<file path="src/rtl/muldiv_seq.sv">
// muldiv_seq: iterative RV32 M-extension multiply/divide unit.
//   Multiply uses a 32-step shift-add into a 64-bit accumulator.
//   Divide uses a 32-step restoring algorithm with a 33-bit partial remainder.
//   Divide-by-zero and signed overflow skip the iteration and finish in one cycle.
//
// Ports
//   clk        in   clock, all state updates on rising edge
//   rst_n      in   asynchronous active-low reset
//   start      in   accept a new operation (IDLE/DONE only)
//   muldiv_fn  in   funct3: MUL, MULH, MULHSU, MULHU, DIV, DIVU, REM, REMU
//   a, b       in   rs1 / rs2 operands
//   flush      in   synchronous abort, wins over start
//   busy       out  high in ITER and FIX
//   done       out  one-cycle pulse, result valid
//   result     out  result, held from DONE until the next DONE
//
// state | meaning
// IDLE  | waiting for start
// ITER  | one multiply/divide step per edge, 32 steps
// FIX   | sign correction and result select
// DONE  | result valid for one cycle; may accept a new start
module muldiv_seq #(
  parameter int XLEN = 32  // only 32 is supported
) (
  input  logic            clk,
  input  logic            rst_n,
  input  logic            start,
  input  logic [2:0]      muldiv_fn,
  input  logic [XLEN-1:0] a,
  input  logic [XLEN-1:0] b,
  input  logic            flush,
  output logic            busy,
  output logic            done,
  output logic [XLEN-1:0] result
);

  localparam int CW = $clog2(XLEN);
  localparam logic [XLEN-1:0] MIN_NEG = {1'b1, {(XLEN-1){1'b0}}};

  typedef enum logic [1:0] {IDLE, ITER, FIX, DONE} state_t;

  state_t              state_q, state_d;
  logic [CW-1:0]       cnt_q, cnt_d;
  logic [2:0]          fn_q, fn_d;
  logic                sa_q, sa_d, sb_q, sb_d;
  logic [2*XLEN-1:0]   acc_q, acc_d;    // product, or {0, dividend/quotient}
  logic [XLEN:0]       rem_q, rem_d;    // divide partial remainder
  logic [XLEN-1:0]     divs_q, divs_d;  // |b|: multiplicand or divisor
  logic [XLEN-1:0]     result_q, result_d;

  logic                signed_a, signed_b, sa_n, sb_n, accept;
  logic [XLEN-1:0]     mag_a, mag_b;
  logic [XLEN:0]       mul_sum;
  logic [XLEN+1:0]     rem_sh, rem_diff;
  logic [2*XLEN-1:0]   prod_fix;
  logic [XLEN-1:0]     quo_fix, rem_fix;

  assign signed_a = (muldiv_fn == 3'b001) || (muldiv_fn == 3'b010) ||
                    (muldiv_fn == 3'b100) || (muldiv_fn == 3'b110);
  assign signed_b = (muldiv_fn == 3'b001) || (muldiv_fn == 3'b100) ||
                    (muldiv_fn == 3'b110);
  assign sa_n  = signed_a & a[XLEN-1];
  assign sb_n  = signed_b & b[XLEN-1];
  assign mag_a = sa_n ? -a : a;
  assign mag_b = sb_n ? -b : b;

  assign mul_sum  = {1'b0, acc_q[2*XLEN-1:XLEN]} + {1'b0, divs_q};
  // Remainder is always below the divisor, so the shifted value fits in 33 bits
  // and bit 33 of the difference is a clean borrow flag.
  assign rem_sh   = {rem_q, acc_q[XLEN-1]};
  assign rem_diff = rem_sh - {2'b00, divs_q};

  assign prod_fix = (sa_q ^ sb_q) ? -acc_q : acc_q;
  assign quo_fix  = (sa_q ^ sb_q) ? -acc_q[XLEN-1:0] : acc_q[XLEN-1:0];
  assign rem_fix  = sa_q ? -rem_q[XLEN-1:0] : rem_q[XLEN-1:0];

  assign accept = start && !flush && ((state_q == IDLE) || (state_q == DONE));

  always_comb begin
    state_d  = state_q;
    cnt_d    = cnt_q;
    fn_d     = fn_q;
    sa_d     = sa_q;
    sb_d     = sb_q;
    acc_d    = acc_q;
    rem_d    = rem_q;
    divs_d   = divs_q;
    result_d = result_q;

    case (state_q)
      ITER: begin
        if (fn_q[2]) begin
          if (!rem_diff[XLEN+1]) begin
            rem_d = rem_diff[XLEN:0];
            acc_d = {acc_q[2*XLEN-1:XLEN], acc_q[XLEN-2:0], 1'b1};
          end else begin
            rem_d = rem_sh[XLEN:0];
            acc_d = {acc_q[2*XLEN-1:XLEN], acc_q[XLEN-2:0], 1'b0};
          end
        end else begin
          if (acc_q[0]) acc_d = {mul_sum, acc_q[XLEN-1:1]};
          else          acc_d = {1'b0, acc_q[2*XLEN-1:1]};
        end
        cnt_d = cnt_q + CW'(1);
        if (&cnt_q) begin
          cnt_d   = '0;
          state_d = FIX;
        end
      end
      FIX: begin
        case (fn_q)
          3'b000:         result_d = prod_fix[XLEN-1:0];
          3'b100, 3'b101: result_d = quo_fix;
          3'b110, 3'b111: result_d = rem_fix;
          default:        result_d = prod_fix[2*XLEN-1:XLEN];
        endcase
        state_d = DONE;
      end
      DONE:    state_d = IDLE;
      default: ;
    endcase

    if (accept) begin
      fn_d   = muldiv_fn;
      sa_d   = sa_n;
      sb_d   = sb_n;
      divs_d = mag_b;
      acc_d  = {{XLEN{1'b0}}, mag_a};
      rem_d  = '0;
      cnt_d  = '0;
      if (muldiv_fn[2] && (b == '0)) begin
        state_d  = DONE;
        result_d = muldiv_fn[1] ? a : '1;
      end else if (muldiv_fn[2] && !muldiv_fn[0] && (a == MIN_NEG) && (b == '1)) begin
        state_d  = DONE;
        result_d = muldiv_fn[1] ? '0 : MIN_NEG;
      end else begin
        state_d = ITER;
      end
    end

    if (flush) begin
      state_d = IDLE;
      cnt_d   = '0;
    end
  end

  always_ff @(posedge clk or negedge rst_n) begin
    if (!rst_n) begin
      state_q  <= IDLE;
      cnt_q    <= '0;
      fn_q     <= '0;
      sa_q     <= 1'b0;
      sb_q     <= 1'b0;
      acc_q    <= '0;
      rem_q    <= '0;
      divs_q   <= '0;
      result_q <= '0;
    end else begin
      state_q  <= state_d;
      cnt_q    <= cnt_d;
      fn_q     <= fn_d;
      sa_q     <= sa_d;
      sb_q     <= sb_d;
      acc_q    <= acc_d;
      rem_q    <= rem_d;
      divs_q   <= divs_d;
      result_q <= result_d;
    end
  end

  assign busy   = (state_q == ITER) || (state_q == FIX);
  assign done   = (state_q == DONE);
  assign result = result_q;

endmodule

</file>
<file path="config.mk">
export PLATFORM = sky130hd
export DESIGN_NAME = muldiv_seq
export DESIGN_NICKNAME = d
export VERILOG_FILES = /design/src/rtl/muldiv_seq.sv
export SDC_FILE = /design/constraint.sdc
export NUM_CORES = 1
export LEC_CHECK = 0
export CORE_ASPECT_RATIO = 2
export CORE_MARGIN = 1.5
export CORE_UTILIZATION = 50
export CTS_CLUSTER_SIZE = 20
export DETAILED_ROUTE_END_ITERATION = 8
export GPL_TIMING_DRIVEN = 0
export PLACE_DENSITY = 0.69
export SYNTH_ARGS = -nofsm -noshare
export SYNTH_HDL_FRONTEND = slang
export SYNTH_SLANG_ARGS = --single-unit
</file>
<file path="constraint.sdc">
create_clock -name clk -period 5.5 [get_ports clk]
set_input_delay 1.1 -clock clk [delete_from_list [all_inputs] [get_ports clk]]
set_output_delay 1.1 -clock clk [all_outputs]
set_load 0.02 [all_outputs]
</file>
* After elaboration in Yosys (flattened, before gate mapping)
Cells that the tools add are included.
** Cells by class
- $add $sub $neg :: 8
- Equality and inequality tests :: 15
- Multiplexer cells :: 31
- Bitwise operators :: 3
- Reduce and logical (&&, ||, !) cells :: 28
** Operator list (count)
- 2-to-1 mux 32 bit :: 10
- 2-to-1 mux 64 bit :: 5
- 2-to-1 mux 33 bit :: 4
- negation 32 bit :: 4
- case mux 32 bit (3 select lines) :: 1
- equality test 32 bit (second input constant) :: 2
- negation 64 bit :: 1
- subtractor 34 x 32 -> 34 bit :: 1
- adder 32 x 32 -> 33 bit :: 1
- logical NOT 32 bit :: 1
- 2-to-1 mux 5 bit :: 4
- equality test 3 bit (second input constant) :: 6
- 2-to-1 mux 2 bit :: 5
- logical OR 1 bit :: 7
- logical AND 1 bit :: 6
- case mux 2 bit (3 select lines) :: 1
- AND reduction 2 bit :: 3
- adder 5 x 1 -> 5 bit (second input constant) :: 1
- AND reduction 5 bit :: 1
- nonzero test 5 bit :: 1
- equality test 2 bit (second input constant) :: 2
- != test 4 bit (second input constant) :: 1
- nonzero test 2 bit :: 2
- OR reduction 2 bit :: 2
- 11 further kinds :: 13
** Storage, ports and cells
- Register bits after elaboration :: 173
- Input port bits :: 71
- Output and inout port bits :: 34
- Word-level logic and storage cells :: 95

* Depth between registers and ports, before layout
- Depth in word-level cells :: 8
- Mapped depth :: 14
- Depth with buffers taken out :: 13

* Worst setup path before layout
OpenSTA, ideal clock, no wires.
- Path kind :: in2reg
- From :: input port b[14]
- To :: register result_q[31], in the netlist result[31]
- Library setup time :: 128 ps
- Arrival time :: 3082 ps
- Required time :: 5372 ps
- Slack :: 2290 ps
- Cell stages on the path :: 8
- Path buffers :: 0
- Cells stage by stage :: or4_4 -> or3_4 -> nor4b_4 -> nand3_2 -> nor4_4 -> a41oi_2 -> a311oi_1 -> nor3_2
** Between the ends
- Cells in the longest elaborated chain, start to end :: 5
- Elaborated cells on any way between the ends :: 7
- Those cells by class :: 1 x eq/ne; 3 x mux; 3 x reduce/logical
** Ends and longest elaborated chain
- start, declared :: line 30 : input logic [XLEN-1:0] b,
- equality test 32 bit :: line 134 : end else if (muldiv_fn[2] && !muldiv_fn[0] && (a == MIN_NEG) && (b == '1)) begin
- logical AND 1 bit :: line 134
- 2-to-1 mux 32 bit :: line 134
- 2-to-1 mux 32 bit * :: line 131 : if (muldiv_fn[2] && (b == '0)) begin
- 2-to-1 mux 32 bit * :: line 123 : if (accept) begin
- named net result_d[31] :: line 49 : logic [XLEN-1:0] result_q, result_d;
- end signal, assigned :: line 168 : result_q <= result_d;
- end, declared :: line 49
Mark *: on every way through the listed nets, which the timed path passes. The rest lies on a longest branch.
A chain may end at the register's enable or synchronous reset.

* Final worst setup path
- From :: register acc_q[0]
- To :: register result_q[2], in the netlist result[2]
** Between the ends
- Cells in the longest elaborated chain, start to end :: 7
- Elaborated cells on any way between the ends :: 9
- Those cells by class :: 2 x add/sub; 7 x mux
** Ends and longest elaborated chain
- start, declared :: line 46 : logic [2*XLEN-1:0] acc_q, acc_d;
- start signal, assigned :: line 155 : acc_q <= '0;
- start signal, assigned :: line 165 : acc_q <= acc_d;
- negation 64 bit / negation 32 bit (equally long branches) :: line 73, 74
- 2-to-1 mux 64 bit / 2-to-1 mux 32 bit (equally long branches) :: line 73, 74
- case mux 32 bit (3 select lines) * :: line 111 : case (fn_q)
- 2-to-1 mux 32 bit * :: line 90 : case (state_q)
- 2-to-1 mux 32 bit :: line 134
- 2-to-1 mux 32 bit :: line 131
- 2-to-1 mux 32 bit * :: line 123
- named net result_d[2] :: line 49
Marked as above.

==> reports/metrics.cfg <==
[setup_path]
endpoint=result[2]
cp.arrival_ps=5410
path_delay_family=simple AND/OR/NAND/NOR gates
required_ps=5910
r2r_slack_ps=500
cp-end-kind=flip-flop
crit_fanout=10
path_buf_inv=3
crit_chain=clkbuf_1, inv_1, clkbuf_1, ha_1, nor2b_1, nand4_1, nor3_2, nor2_1, xor2_1, a222oi_1, nand2_1, o21ai_0, o22ai_2
rr_startpoint=acc_q[0]
worst_path_max_delay_cell=xor2_1
cp_common_cell=clkbuf_1
rr_endpoint=result[2]
critPathLaunchType=flip-flop
cp-startpoint=acc_q[0]
worstSetupPathType=flip-flop to flip-flop
cp.depth=13
reg2reg_depth=13
slowest_delay_ps=800

[logic_synthesis]
synth.cell_area_mm2=0.0159
synth_most_common_cell=nand2_1
ys_ff_latch=173
netlist_instances=2036
async_flop_share_pct=100
synth_top_area_share_pct=27.2
synth-edff-count=0
synthSimpleGateAreaFrac_pct=20.1
synth.yosys.seq_area_share_pct=27.2
yosys-top-cells-count=198 x nand2_1, 193 x o21ai_0, 179 x nor2_1
synth_top_family_by_area=compound AO/OA/AOI/OAI gates
avgSynthCellArea_um2=7.82
synthMuxAreaShare_pct=3.77
synth_cell_type_count=87
yosysTopAreaCell=dfrtp_1
syn-num-nets=2183
synthXorXnorAreaFrac_pct=10.7
synth_top_flop_cell=dfrtp_1
ys_warn_count=0
synth_compound_area_share_pct=27.3
synth_fa_ha_area_share_pct=6.07
ys_top_cells_by_area=dfrtp_1 27%, o21ai_0 6.1%, ha_1 5.8%

[global_routing]
overflow=0
grt_pass1_vias=17100
antenna_found_initial=10
grt_pass1_wl_mm=110
grt_start_max_net_pins=116
track_usage_pct=46.3

[cells_and_area]
drive_above_1_share_pct=4.51
area_delta_synth_final_pct=13.9
layout.cells.non_filler=2603
final_util_pct=57.7
fin_nets=2307

[floorplanning]
core_mm2=0.0314
die_area_mm2=0.0330
die_w_um=129
start_util_pct=50.7
pin_count=105
die_h_um=255
num_rows=92

[sta]
finalMaxSlewViolations=0
rsz0062_at_grt=no
slew_headroom_pct=19.7
max_clock_freq_mhz=200
setup_tns_ps=0
tightest_slew_ps=1200
setup_viol=0
hold_viol_final=0
fin_skew_ps=17.8
finalCritPeriodShare_pct=91.0
period_needed_ps=5000

[cts]
clk_path_buf_depth=2
cts_sinks=173
postCtsSetupBuffers=0
h-tree-depth=4
cts_buffers=17
cts-root-buf=clkbuf_16
path_clk_slew_ps=80
tritoncts=yes
clkLatencyLatePin_ps=480

[placement]
dp_cells=2564
gp_congestion=1.14
dp_hpwl_mm=57.9
io_buffers=104

[pwr]
vdd_ir_drop_max_uv=670
p_leak_nw=7.25
powerDensity_mw_per_mm2=776

[detailed_routing]
drt-total-wl_mm=75.5
routed_via_density=6.80
wl_per_cell_um=29.0
drt_pass1_iterations=6
drtAntennaViolNets=0
drt-initial-drc-count=1756
vias=17700
drc_errors=0

[status]
outcome=finished clean

[job]
drv_cap=0

[hold_path]
holdCritPathClass=primary input to async pin

[routing by layer]
| layer | routed length [um] | GRT usage, % | vias to the layer above |
|---|---|---|---|
| li1 | - | - | 7728 |
| met1 | 23400 | 43.2 | 8386 |
| met2 | 35100 | 73.6 | 1094 |
| met3 | 6710 | 15.5 | 485 |
| met4 | 10200 | 50.9 | 8 |
| met5 | 41 | 0 | - |
[layout by cell type (no fill, tap or decap), drive strengths merged, types with 16 or more instances in the layout]
cell and count:
o21ai 225, nand2 198, nor2 181, a21oi 175, dfrtp 173, clkbuf 131
clkdlybuf4s50 103, xor2 97, xnor2 97, ha 74, inv 70, mux2i 60
nor3 51, o211ai 41, nand3 41, nor4 37, a211oi 34, o31ai 31
o22ai 29, nand4 27, buf 25, a21o 24, nand2b 18, a31oi 18
or3 16
[flip-flops by register name, indices dropped and copies added (netlist names)]
| register | count |
|---|---|
| rem_q | 33 |
| divs_q | 32 |
| sa_q | 1 |
| acc_q | 64 |
| sb_q | 1 |
| cnt_q | 5 |
| state_q | 2 |
| fn_q | 3 |
| result | 32 |
[cells by family after synthesis]
kind of cell / Yosys count
buffers and inverters: 200
multiplexers: 60
adder cells (fa/ha/maj): 76
AND/OR/NAND/NOR: 643
XOR/XNOR: 194
AO/OA/AOI/OAI: 690
flip-flops: 173
[worst min-delay path by stage]
stage                     slack (ps)        from          to
after detailed placement         510  result[11]  result[11]
final                            520       rst_n  result[29]
after floorplan                  480  divs_q[10]  divs_q[10]
after CTS                        520  result[11]  result[11]
after global routing             550   result[8]   result[8]
after global placement           490  result[11]  result[11]
[cell type report]
cell class | count | area (um^2)
repair buffers | 105 | 1070
inverters | 67 | 251
fillers | 3017 | 13300
multi-input cells | 1663 | 10800
clock inverters | 11 | 134
clock buffers | 21 | 460
well taps | 423 | 529
flip-flops and latches | 173 | 4330
plain buffers | 133 | 520
diodes | 7 | 17.5
[through the flow]
stage	hold WS (ps)	setup WS, ps	power (W)	area (um^2)
2_1_floorplan	475	2290	0.00870	15900
3_3_place_gp	489	-4160	0.0120	17500
3_5_place_dp	505	792	0.0121	17500
4_1_cts	520	770	0.0134	18100
5_1_grt	549	185	0.0148	18100
6_report	520	497	0.0141	18100
[report_power, final]
| part | internal [W] | switching, W |
|---|---|---|
| sequential | 0.00184 | 0.000818 |
| clock | 0.000699 | 0.000602 |
| combinational | 0.00343 | 0.00669 |
[timing repair]
action,4_1_cts,5_1_grt
hold endpoints to repair,0,0
hold buffers,0,0
endpoints found under the setup margin,0,1
gates resized for setup,0,1
Note: power is estimated with default switching activity, not from simulation.
